$ cat config.mk
export PLATFORM = sky130hd
export DESIGN_NAME = wb_stage
export DESIGN_NICKNAME = d
export VERILOG_FILES = /design/src/rtl/wb_stage_pkg.sv /design/src/rtl/wb_stage_load_align.sv /design/src/rtl/wb_stage.sv
export SDC_FILE = /design/constraint.sdc
export NUM_CORES = 1
export LEC_CHECK = 0
export CAP_MARGIN = 5
export CELL_PAD_IN_SITES_DETAIL_PLACEMENT = 1
export CELL_PAD_IN_SITES_GLOBAL_PLACEMENT = 1
export CORE_UTILIZATION = 36
export DETAILED_ROUTE_END_ITERATION = 10
export PLACE_DENSITY = 0.79
export SYNTH_ARGS = -nofsm -noshare
export SYNTH_HDL_FRONTEND = slang
export SYNTH_HIERARCHICAL = 1
export SYNTH_SLANG_ARGS = --single-unit
$ cat constraint.sdc
create_clock -name clk -period 6.23 [get_ports clk]
set_clock_uncertainty 0.15 [all_clocks]
set_input_delay 1.246 -clock clk [delete_from_list [all_inputs] [get_ports clk]]
set_output_delay 1.246 -clock clk [all_outputs]
set_load 0.01 [all_outputs]
$ cat src/rtl/wb_stage_pkg.sv
// ---------------------------------------------------------------------------
// wb_stage_pkg
// Shared constants and helpers for the write-back stage:
//   REG_BUS    - datapath width (64)
//   ZERO_WORD  - all-zero datapath word
//   ld_funct3_e - load funct3 encodings (LB/LH/LW/LD/LBU/LHU/LWU)
//   ld_misaligned() - misalignment / illegal-encoding check for a load
// ---------------------------------------------------------------------------
package wb_stage_pkg;

    localparam int REG_BUS = 64;
    localparam logic [REG_BUS-1:0] ZERO_WORD = '0;

    typedef enum logic [2:0] {
        LB    = 3'b000,
        LH    = 3'b001,
        LW    = 3'b010,
        LD    = 3'b011,
        LBU   = 3'b100,
        LHU   = 3'b101,
        LWU   = 3'b110,
        LNONE = 3'b111
    } ld_funct3_e;

    // funct3[1:0] encodes the access size, funct3[2] selects zero extension.
    // 3'b111 has no load defined and is reported as an exception.
    function automatic logic ld_misaligned(input logic [2:0] funct3,
                                           input logic [2:0] addr_lo);
        logic mis;
        mis = 1'b0;
        if (funct3 == LNONE) begin
            mis = 1'b1;
        end else begin
            case (funct3[1:0])
                2'b00:   mis = 1'b0;
                2'b01:   mis = addr_lo[0];
                2'b10:   mis = (addr_lo[1:0] != 2'b00);
                default: mis = (addr_lo != 3'b000);
            endcase
        end
        return mis;
    endfunction

endpackage

$ cat src/rtl/wb_stage_load_align.sv
// ---------------------------------------------------------------------------
// wb_stage_load_align
// Combinational load data alignment: selects the addressed byte lane of the
// raw doubleword, then sign- or zero-extends it according to funct3.
// Ports:
//   funct3     in  3     load type
//   addr_lo    in  3     low address bits (byte offset in the doubleword)
//   rdata      in  XLEN  raw doubleword from data memory
//   data       out XLEN  aligned, extended load result (0 when misaligned)
//   misaligned out 1     misaligned access or undefined funct3
// ---------------------------------------------------------------------------
module wb_stage_load_align
    import wb_stage_pkg::*;
#(
    parameter int XLEN = REG_BUS
) (
    input  logic [2:0]      funct3,
    input  logic [2:0]      addr_lo,
    input  logic [XLEN-1:0] rdata,
    output logic [XLEN-1:0] data,
    output logic            misaligned
);

    logic [XLEN-1:0] lane;

    // Bring the addressed byte down to bit 0.
    assign lane = rdata >> {addr_lo, 3'b000};

    always_comb begin
        data       = ZERO_WORD[XLEN-1:0];
        misaligned = ld_misaligned(funct3, addr_lo);
        if (!misaligned) begin
            case (funct3)
                LB:      data = {{(XLEN-8){lane[7]}},   lane[7:0]};
                LH:      data = {{(XLEN-16){lane[15]}}, lane[15:0]};
                LW:      data = {{(XLEN-32){lane[31]}}, lane[31:0]};
                LD:      data = lane;
                LBU:     data = {{(XLEN-8){1'b0}},  lane[7:0]};
                LHU:     data = {{(XLEN-16){1'b0}}, lane[15:0]};
                LWU:     data = {{(XLEN-32){1'b0}}, lane[31:0]};
                default: data = ZERO_WORD[XLEN-1:0];
            endcase
        end
    end

endmodule

$ cat src/rtl/wb_stage.sv
// ---------------------------------------------------------------------------
// wb_stage
// Write-back stage: merges ALU result with aligned load data, buffers up to
// DEPTH instructions in a skid FIFO and retires them to the register file /
// commit port under a valid/ready handshake. Also publishes forwarding info
// for the oldest and youngest buffered writers and a retire counter.
// Ports:
//   clk, rst                      clock, asynchronous active-high reset
//   in_valid / in_ready           upstream handshake (in_ready = not full)
//   m_data, m_w_ena, m_w_addr     ALU result and destination
//   wb_signal, reg_wr             MemtoReg select, register-write flag
//   ld_funct3, ld_addr_lo         load type and byte offset
//   mem_rdata                     raw doubleword from data memory
//   commit_valid / commit_ready   retire handshake
//   commit_exc                    head carries a misaligned-load exception
//   rf_w_ena, rf_w_addr, rf_w_data  register-file write port
//   fwd_y_*                       youngest buffered writer
//   fwd_o_*                       oldest buffered writer (head)
//   retire_cnt                    instructions retired since reset
// ---------------------------------------------------------------------------
module wb_stage
    import wb_stage_pkg::*;
#(
    parameter int XLEN  = REG_BUS,
    parameter int DEPTH = 2,
    parameter int CNT_W = 64
) (
    input  logic             clk,
    input  logic             rst,
    input  logic             in_valid,
    output logic             in_ready,
    input  logic [XLEN-1:0]  m_data,
    input  logic             m_w_ena,
    input  logic [4:0]       m_w_addr,
    input  logic             wb_signal,
    input  logic             reg_wr,
    input  logic [2:0]       ld_funct3,
    input  logic [2:0]       ld_addr_lo,
    input  logic [XLEN-1:0]  mem_rdata,
    output logic             commit_valid,
    input  logic             commit_ready,
    output logic             commit_exc,
    output logic             rf_w_ena,
    output logic [4:0]       rf_w_addr,
    output logic [XLEN-1:0]  rf_w_data,
    output logic             fwd_y_valid,
    output logic [4:0]       fwd_y_addr,
    output logic [XLEN-1:0]  fwd_y_data,
    output logic             fwd_o_valid,
    output logic [4:0]       fwd_o_addr,
    output logic [XLEN-1:0]  fwd_o_data,
    output logic [CNT_W-1:0] retire_cnt
);

    localparam int PTR_W = $clog2(DEPTH);
    localparam int OCC_W = $clog2(DEPTH + 1);

    // ------------------------------------------------------------------
    // Capture path
    // ------------------------------------------------------------------
    logic [XLEN-1:0] align_data;
    logic            align_mis;
    logic [XLEN-1:0] cap_data;
    logic            cap_exc;
    logic            cap_wen;

    wb_stage_load_align #(
        .XLEN (XLEN)
    ) u_load_align (
        .funct3     (ld_funct3),
        .addr_lo    (ld_addr_lo),
        .rdata      (mem_rdata),
        .data       (align_data),
        .misaligned (align_mis)
    );

    // Only loads can raise the exception; an excepting load never writes.
    assign cap_exc  = wb_signal & align_mis;
    assign cap_data = wb_signal ? align_data : m_data;
    assign cap_wen  = m_w_ena & reg_wr & (m_w_addr != 5'd0) & ~cap_exc;

    // ------------------------------------------------------------------
    // FIFO control
    // ------------------------------------------------------------------
    logic [PTR_W-1:0] wr_ptr_reg, wr_ptr_next;
    logic [PTR_W-1:0] rd_ptr_reg, rd_ptr_next;
    logic [OCC_W-1:0] count_reg,  count_next;
    logic [CNT_W-1:0] retire_cnt_reg, retire_cnt_next;
    logic             fire_in;
    logic             fire_out;

    assign in_ready     = (count_reg != OCC_W'(DEPTH));
    assign commit_valid = (count_reg != '0);
    assign fire_in      = in_valid & in_ready;
    assign fire_out     = commit_valid & commit_ready;

    always_comb begin
        wr_ptr_next     = wr_ptr_reg;
        rd_ptr_next     = rd_ptr_reg;
        count_next      = count_reg;
        retire_cnt_next = retire_cnt_reg;
        // DEPTH is a power of two, so pointers wrap by plain overflow.
        if (fire_in) begin
            wr_ptr_next = wr_ptr_reg + PTR_W'(1);
        end
        if (fire_out) begin
            rd_ptr_next     = rd_ptr_reg + PTR_W'(1);
            retire_cnt_next = retire_cnt_reg + CNT_W'(1);
        end
        case ({fire_in, fire_out})
            2'b10:   count_next = count_reg + OCC_W'(1);
            2'b01:   count_next = count_reg - OCC_W'(1);
            default: count_next = count_reg;
        endcase
    end

    always_ff @(posedge clk or posedge rst) begin
        if (rst) begin
            wr_ptr_reg     <= '0;
            rd_ptr_reg     <= '0;
            count_reg      <= '0;
            retire_cnt_reg <= '0;
        end else begin
            wr_ptr_reg     <= wr_ptr_next;
            rd_ptr_reg     <= rd_ptr_next;
            count_reg      <= count_next;
            retire_cnt_reg <= retire_cnt_next;
        end
    end

    assign retire_cnt = retire_cnt_reg;

    // ------------------------------------------------------------------
    // Entry storage. Contents need no reset: every consumer is qualified
    // by count, so stale entries are never visible.
    // ------------------------------------------------------------------
    logic [XLEN-1:0] ent_data [DEPTH];
    logic [4:0]      ent_addr [DEPTH];
    logic            ent_wen  [DEPTH];
    logic            ent_exc  [DEPTH];

    genvar gi;
    generate
        for (gi = 0; gi < DEPTH; gi++) begin : gen_entry
            logic [XLEN-1:0] data_reg;
            logic [4:0]      addr_reg;
            logic            wen_reg;
            logic            exc_reg;

            always_ff @(posedge clk) begin
                if (fire_in && (wr_ptr_reg == PTR_W'(gi))) begin
                    data_reg <= cap_data;
                    addr_reg <= m_w_addr;
                    wen_reg  <= cap_wen;
                    exc_reg  <= cap_exc;
                end
            end

            assign ent_data[gi] = data_reg;
            assign ent_addr[gi] = addr_reg;
            assign ent_wen[gi]  = wen_reg;
            assign ent_exc[gi]  = exc_reg;
        end
    endgenerate

    // ------------------------------------------------------------------
    // Retire and forwarding outputs
    // ------------------------------------------------------------------
    logic [PTR_W-1:0] young_ptr;
    logic             head_wen;
    logic             young_wen;

    // Most recently written slot sits one behind the write pointer.
    assign young_ptr = wr_ptr_reg - PTR_W'(1);
    assign head_wen  = ent_wen[rd_ptr_reg];
    assign young_wen = ent_wen[young_ptr];

    assign commit_exc = commit_valid & ent_exc[rd_ptr_reg];

    assign rf_w_ena  = fire_out & head_wen;
    assign rf_w_addr = rf_w_ena ? ent_addr[rd_ptr_reg] : 5'd0;
    assign rf_w_data = rf_w_ena ? ent_data[rd_ptr_reg] : ZERO_WORD[XLEN-1:0];

    assign fwd_o_valid = commit_valid & head_wen;
    assign fwd_o_addr  = fwd_o_valid ? ent_addr[rd_ptr_reg] : 5'd0;
    assign fwd_o_data  = fwd_o_valid ? ent_data[rd_ptr_reg] : ZERO_WORD[XLEN-1:0];

    assign fwd_y_valid = commit_valid & young_wen;
    assign fwd_y_addr  = fwd_y_valid ? ent_addr[young_ptr] : 5'd0;
    assign fwd_y_data  = fwd_y_valid ? ent_data[young_ptr] : ZERO_WORD[XLEN-1:0];

endmodule

# Word-level counts from Yosys, hierarchy flattened
# Index checks and enable logic that the tools add are counted.
[op_classes]
n_addsub = 6
order_cmp = 2
n_eq_ne = 12
shift = 1
mux = 33
n_bitwise = 14
n_reduce_logical = 9
[op_table]
columns = ["cell", "n"]
rows = [
  ["64-bit 2-to-1 mux", 11],
  ["64-bit case mux with 7 select lines", 1],
  ["64-bit by 1-bit adder with 64-bit output, second input constant", 1],
  ["64-bit by 6-bit >> shifter with 64-bit output", 1],
  ["5-bit 2-to-1 mux", 9],
  ["3-bit == test, second input constant", 4],
  ["1-bit bitwise AND", 10],
  ["1-bit 2-to-1 mux", 10],
  ["3-bit by 2-bit == test with 1-bit output, second input constant", 2],
  ["2-bit nonzero test", 3],
  ["5-bit nonzero test", 1],
  ["2-bit by 1-bit == test with 1-bit output, second input constant", 2],
  ["2-bit == test, second input constant", 2],
  ["2-bit greater-or-equal comparator, second input constant", 2],
  ["1-bit inverter with 2-bit output", 2],
  ["2-bit case mux with 2 select lines", 1],
  ["3-bit by 1-bit == test with 1-bit output, second input constant", 1],
  ["3-bit logical NOT", 1],
  ["1-bit case mux with 3 select lines", 1],
  ["3-bit nonzero test", 1],
  ["1-bit adder, second input constant", 2],
  ["2-bit by 1-bit adder with 2-bit output, second input constant", 1],
  ["1-bit logical AND", 2],
  ["2-bit logical NOT", 1],
  ["4 further kinds", 5],
]
[totals]
reg_bits = 210
output_inout_bits = 277
elab_cells = 89

# Longest topological paths before layout
[logic_depth]
word_depth = 7
mapped_depth = 9

# Modules after synthesis
# The synthesis kept the hierarchy.
[modules_own_cells]
columns = ["module", "instances", "cells_per_inst", "area_each_um2", "seq_area_each_um2"]
rows = [
  ["wb_stage", 1, 924, 10702.8, 5965.7],
  ["wb_stage_load_align", 1, 348, 2531.2, 0.0],
]

# Worst setup path after synthesis
# No wires, ideal clock.
[synth_path]
kind = "input to register"
startpoint = "input in_valid"
endpoint = "register gen_entry[0].addr_reg[0] (enable)"
setup_ns = 0.501
t_arrival_ns = 4.308
required_ns = 5.579
setup_slack_ns = 1.272
path_stages = 2
path_buffers = 0
cell_sequence = "nand2_1 > nor2_1"
[synth_via]
elab_chain_cells = 2
[synth_lines]
columns = ["item", "line", "source"]
rows = [
  ["start, declared", "wb_stage.sv:30", "input logic in_valid,"],
  ["1-bit bitwise AND", "wb_stage.sv:94", "assign fire_in = in_valid & in_ready;"],
  ["1-bit logical AND", "wb_stage.sv:151", "if (fire_in && (wr_ptr_reg == PTR_W'(gi))) begin"],
  ["end signal, assigned", "wb_stage.sv:153", "addr_reg <= m_w_addr;"],
  ["end, declared", "wb_stage.sv:146", "logic [4:0] addr_reg;"],
]
# No other way between the ends.
# A chain may end at the register's enable or synchronous reset.

# Worst setup path in the final report
[layout_path]
startpoint = "register wr_ptr_reg"
endpoint = "output fwd_y_data[32]"
[layout_via]
elab_chain_cells = 7
[layout_lines]
columns = ["item", "line", "source"]
rows = [
  ["start, declared", "wb_stage.sv:85", "logic [PTR_W-1:0] wr_ptr_reg, wr_ptr_next;"],
  ["start signal, assigned", "wb_stage.sv:124", "wr_ptr_reg <= wr_ptr_next;"],
  ["1-bit subtractor (*)", "wb_stage.sv:174", "assign young_ptr = wr_ptr_reg - PTR_W'(1);"],
  ["1-bit inverter with 2-bit output (implied by the code) (*)", "wb_stage.sv:176, wb_stage.sv:190", ""],
  ["1-bit 2-to-1 mux (implied by the code) (3 in series)", "wb_stage.sv:176", "assign young_wen = ent_wen[young_ptr];"],
  ["1-bit bitwise AND", "wb_stage.sv:188", "assign fwd_y_valid = commit_valid & young_wen;"],
  ["64-bit 2-to-1 mux (*)", "wb_stage.sv:190", "assign fwd_y_data = fwd_y_valid ? ent_data[young_ptr] : ZERO_WORD[XLEN-1:0];"],
  ["end, declared", "wb_stage.sv:48", "output logic [XLEN-1:0] fwd_y_data,"],
]
# Every way passes the cells marked *; elsewhere a longest branch is shown, timed or not. The select of a mux whose other input is x is not followed.

==> metrics <==
status finished, final reports clean; DP Worst Slack 1.57 ns; GRT Overall Usage 26.6%; Max Cap Viol 0; Slew @ Worst Pin 1.19 ns; number of enable flip-flop cells after synthesis 142; final WL 51000 um; Crit path required time 4.83 ns; Final ANT Viol Nets 0; final hold vios 0; port bufs 422; flop-to-flop setup slack 3.55 ns; fin nets 1800; max frequency 213 MHz; final setup fails 0; CP max FO 70; hold buffer count at CTS 0; design area 18500 sq um; cts bufs inserted 25; max FFs per register 128; Final Cycle Share 75.2%; Die Y 194 um; number of max-slew violations in the final report 0; layout cells sized above 1 12.7%; Remaining DRCs 0; RSZ-0062 raised after global routing false; clk slew on worst S/H paths 0.06 ns; asr flop ratio synth 32.4%; clk_lat worst skew 0.53 ns; CP Data Arrival Time 3.29 ns; CTS tree done; Synth warnings 6; Int Power 4.17 mW; Core Area 35800 sq um; crit path launch type flop; vias in the first global route 12200; Setup WS post-layout 1.54 ns; first-pass GRT wire length 76400 um; P_leak 7.23 nW; power density cells 364 nW/um^2; root buf cell clkbuf_16; Congestion Overflow GR 0; io pins 423; Core Util, Final 51.7%; Switching Fraction 38.0%; max_slew headroom 20.2%; min Tclk post-route 4.69 ns; row count 69; logic gate share of total power 48.6%; worst r2r src retire_cnt[0]; Mapped Nets 1420; Routed wire per std cell 23.9 um; die area 37500 sq um; post-route insts no fill 2133; DP Wirelength 38600 um; DR pass1 iterations 4; Critical R2R Capture retire_cnt[34]; register share of total power 30.6%; total power 6.73 mW; hold path depth 1; clk buf depth 3; Syn Inst Count 1272; sequential share of the synthesized area 45.1%; vias per inst 5.43; Placed Instances 2086; setup TNS 0 ns; VDD IR-drop max 204 uV; Cell variety after synth 62; Synth Register Bits 210; Die Wd 194 um; setup bufs post-CTS 0; clock sinks 210; critical path class reg -> out; R2R cell count 6; H-Tree Depth 1; NetSw 2.56 mW; clock share of power 20.8%; Layout area overhead 39.9%; initial antenna violation count 4; CP endpoint kind output port; Worst Hold Launch retire_cnt[46]; post-CTS sizing 0; Synth Area per Inst 10.4 sq um; DRT iter0 DRCs 586; initial core utilization 36.9%; Hold Crit Class reg -> reg; largest net degree at the start of global routing 72; post-placement cell area 17700 sq um; Cell Area, Synth 13200 sq um; hold slack 0.351 ns; Worst Hold Path EP retire_cnt[46]; vias post-DR 11600; routability cong. 0.895; Main synth FF type edfxtp_1
-- synthesized netlist by cell type, drive strengths merged (14+ instances only) --
cell,n,area share (%)
buf,38,2.0
nor4,18,1.3
xor2,31,2.1
nand2,95,2.7
clkbuf,47,1.4
nor3,15,0.61
edfxtp,142,32
xnor2,37,2.4
o22ai,14,0.71
nand3,40,1.6
mux2i,187,14
dfrtp,68,13
nand4,18,0.85
a21oi,64,3.3
mux2,87,7.4
nor2,248,7.1
-- worst max-delay path: stages (launching register included) --
cell,delay [ns]
dfrtp_4,0.81
mux2_2,0.43
nand2_4,0.64
nor2_1,0.27
clkdlybuf4s50_1,0.56
-- worst max path at each step --
stage,start,slack [ns],endpoint
after CTS,wr_ptr_reg,1.51,fwd_y_data[32]
final,wr_ptr_reg,1.54,fwd_y_data[32]
after floorplan,in_valid,1.27,gen_entry[0].addr_reg[0]
after global routing,wr_ptr_reg,1.40,fwd_y_data[32]
after detailed placement,ld_addr_lo[1],1.57,gen_entry[1].data_reg[62]
after global placement,commit_ready,1.66,rf_w_data[49]
-- power by group through the flow --
stage                     Sequential (mW)  Combinational, mW  Clock (mW)
final                                2.06               3.27        1.40
after global routing                 2.10               3.46        1.47
after CTS                            2.06               3.31        1.43
after detailed placement             2.09               3.29           0
after global placement               2.07               3.23           0
after floorplan                      1.95               1.70           0
-- cell families after synthesis --
| logic type | count (synthesis) | share of synthesized area [%] |
|---|---|---|
| compound gates | 118 | 6.39 |
| flops | 210 | 45.1 |
| fa+ha+maj | 2 | 0.189 |
| xor+xnor | 68 | 4.50 |
| simple gates | 496 | 17.4 |
| buf+inv | 99 | 3.94 |
| mux | 279 | 22.5 |
-- cells in the final DEF, fill, tap and decap left out, drive strengths merged, types with 10 or more instances in the layout --
cell type | netlist | routed
clkdlybuf4s50 | 0 | 420
nor2 | 248 | 248
mux2i | 187 | 187
edfxtp | 142 | 142
nand2 | 95 | 95
mux2 | 87 | 87
dfrtp | 68 | 68
a21oi | 64 | 64
nand3 | 40 | 40
xnor2 | 37 | 37
clkbuf | 47 | 35
xor2 | 31 | 31
buf | 38 | 21
nand4 | 18 | 18
nor4 | 18 | 18
nor3 | 15 | 15
o22ai | 14 | 14
nand2b | 13 | 13
and3 | 13 | 13
inv | 11 | 12
a211oi | 10 | 10
-- layer usage --
layer | up-vias | GRT usage, % | share of wire (%)
met3 | 64 | 4.56 | 5.6
met2 | 394 | 47.7 | 51
met4 | 6 | 6.37 | 2.3
li1 | 5305 | - | -
met5 | - | 0 | 0.090
met1 | 5812 | 33.0 | 41
-- layout make-up --
cell class,count,area (sq um)
inverter,11,41.3
clock inverter,11,83.8
multi-input combinational,963,6780
fill,3898,17300
antenna,1,2.50
clock buffer,35,693
sequential,210,5970
timing repair buffer,441,4360
tap,461,577
Power figures use the tool's default switching activity.
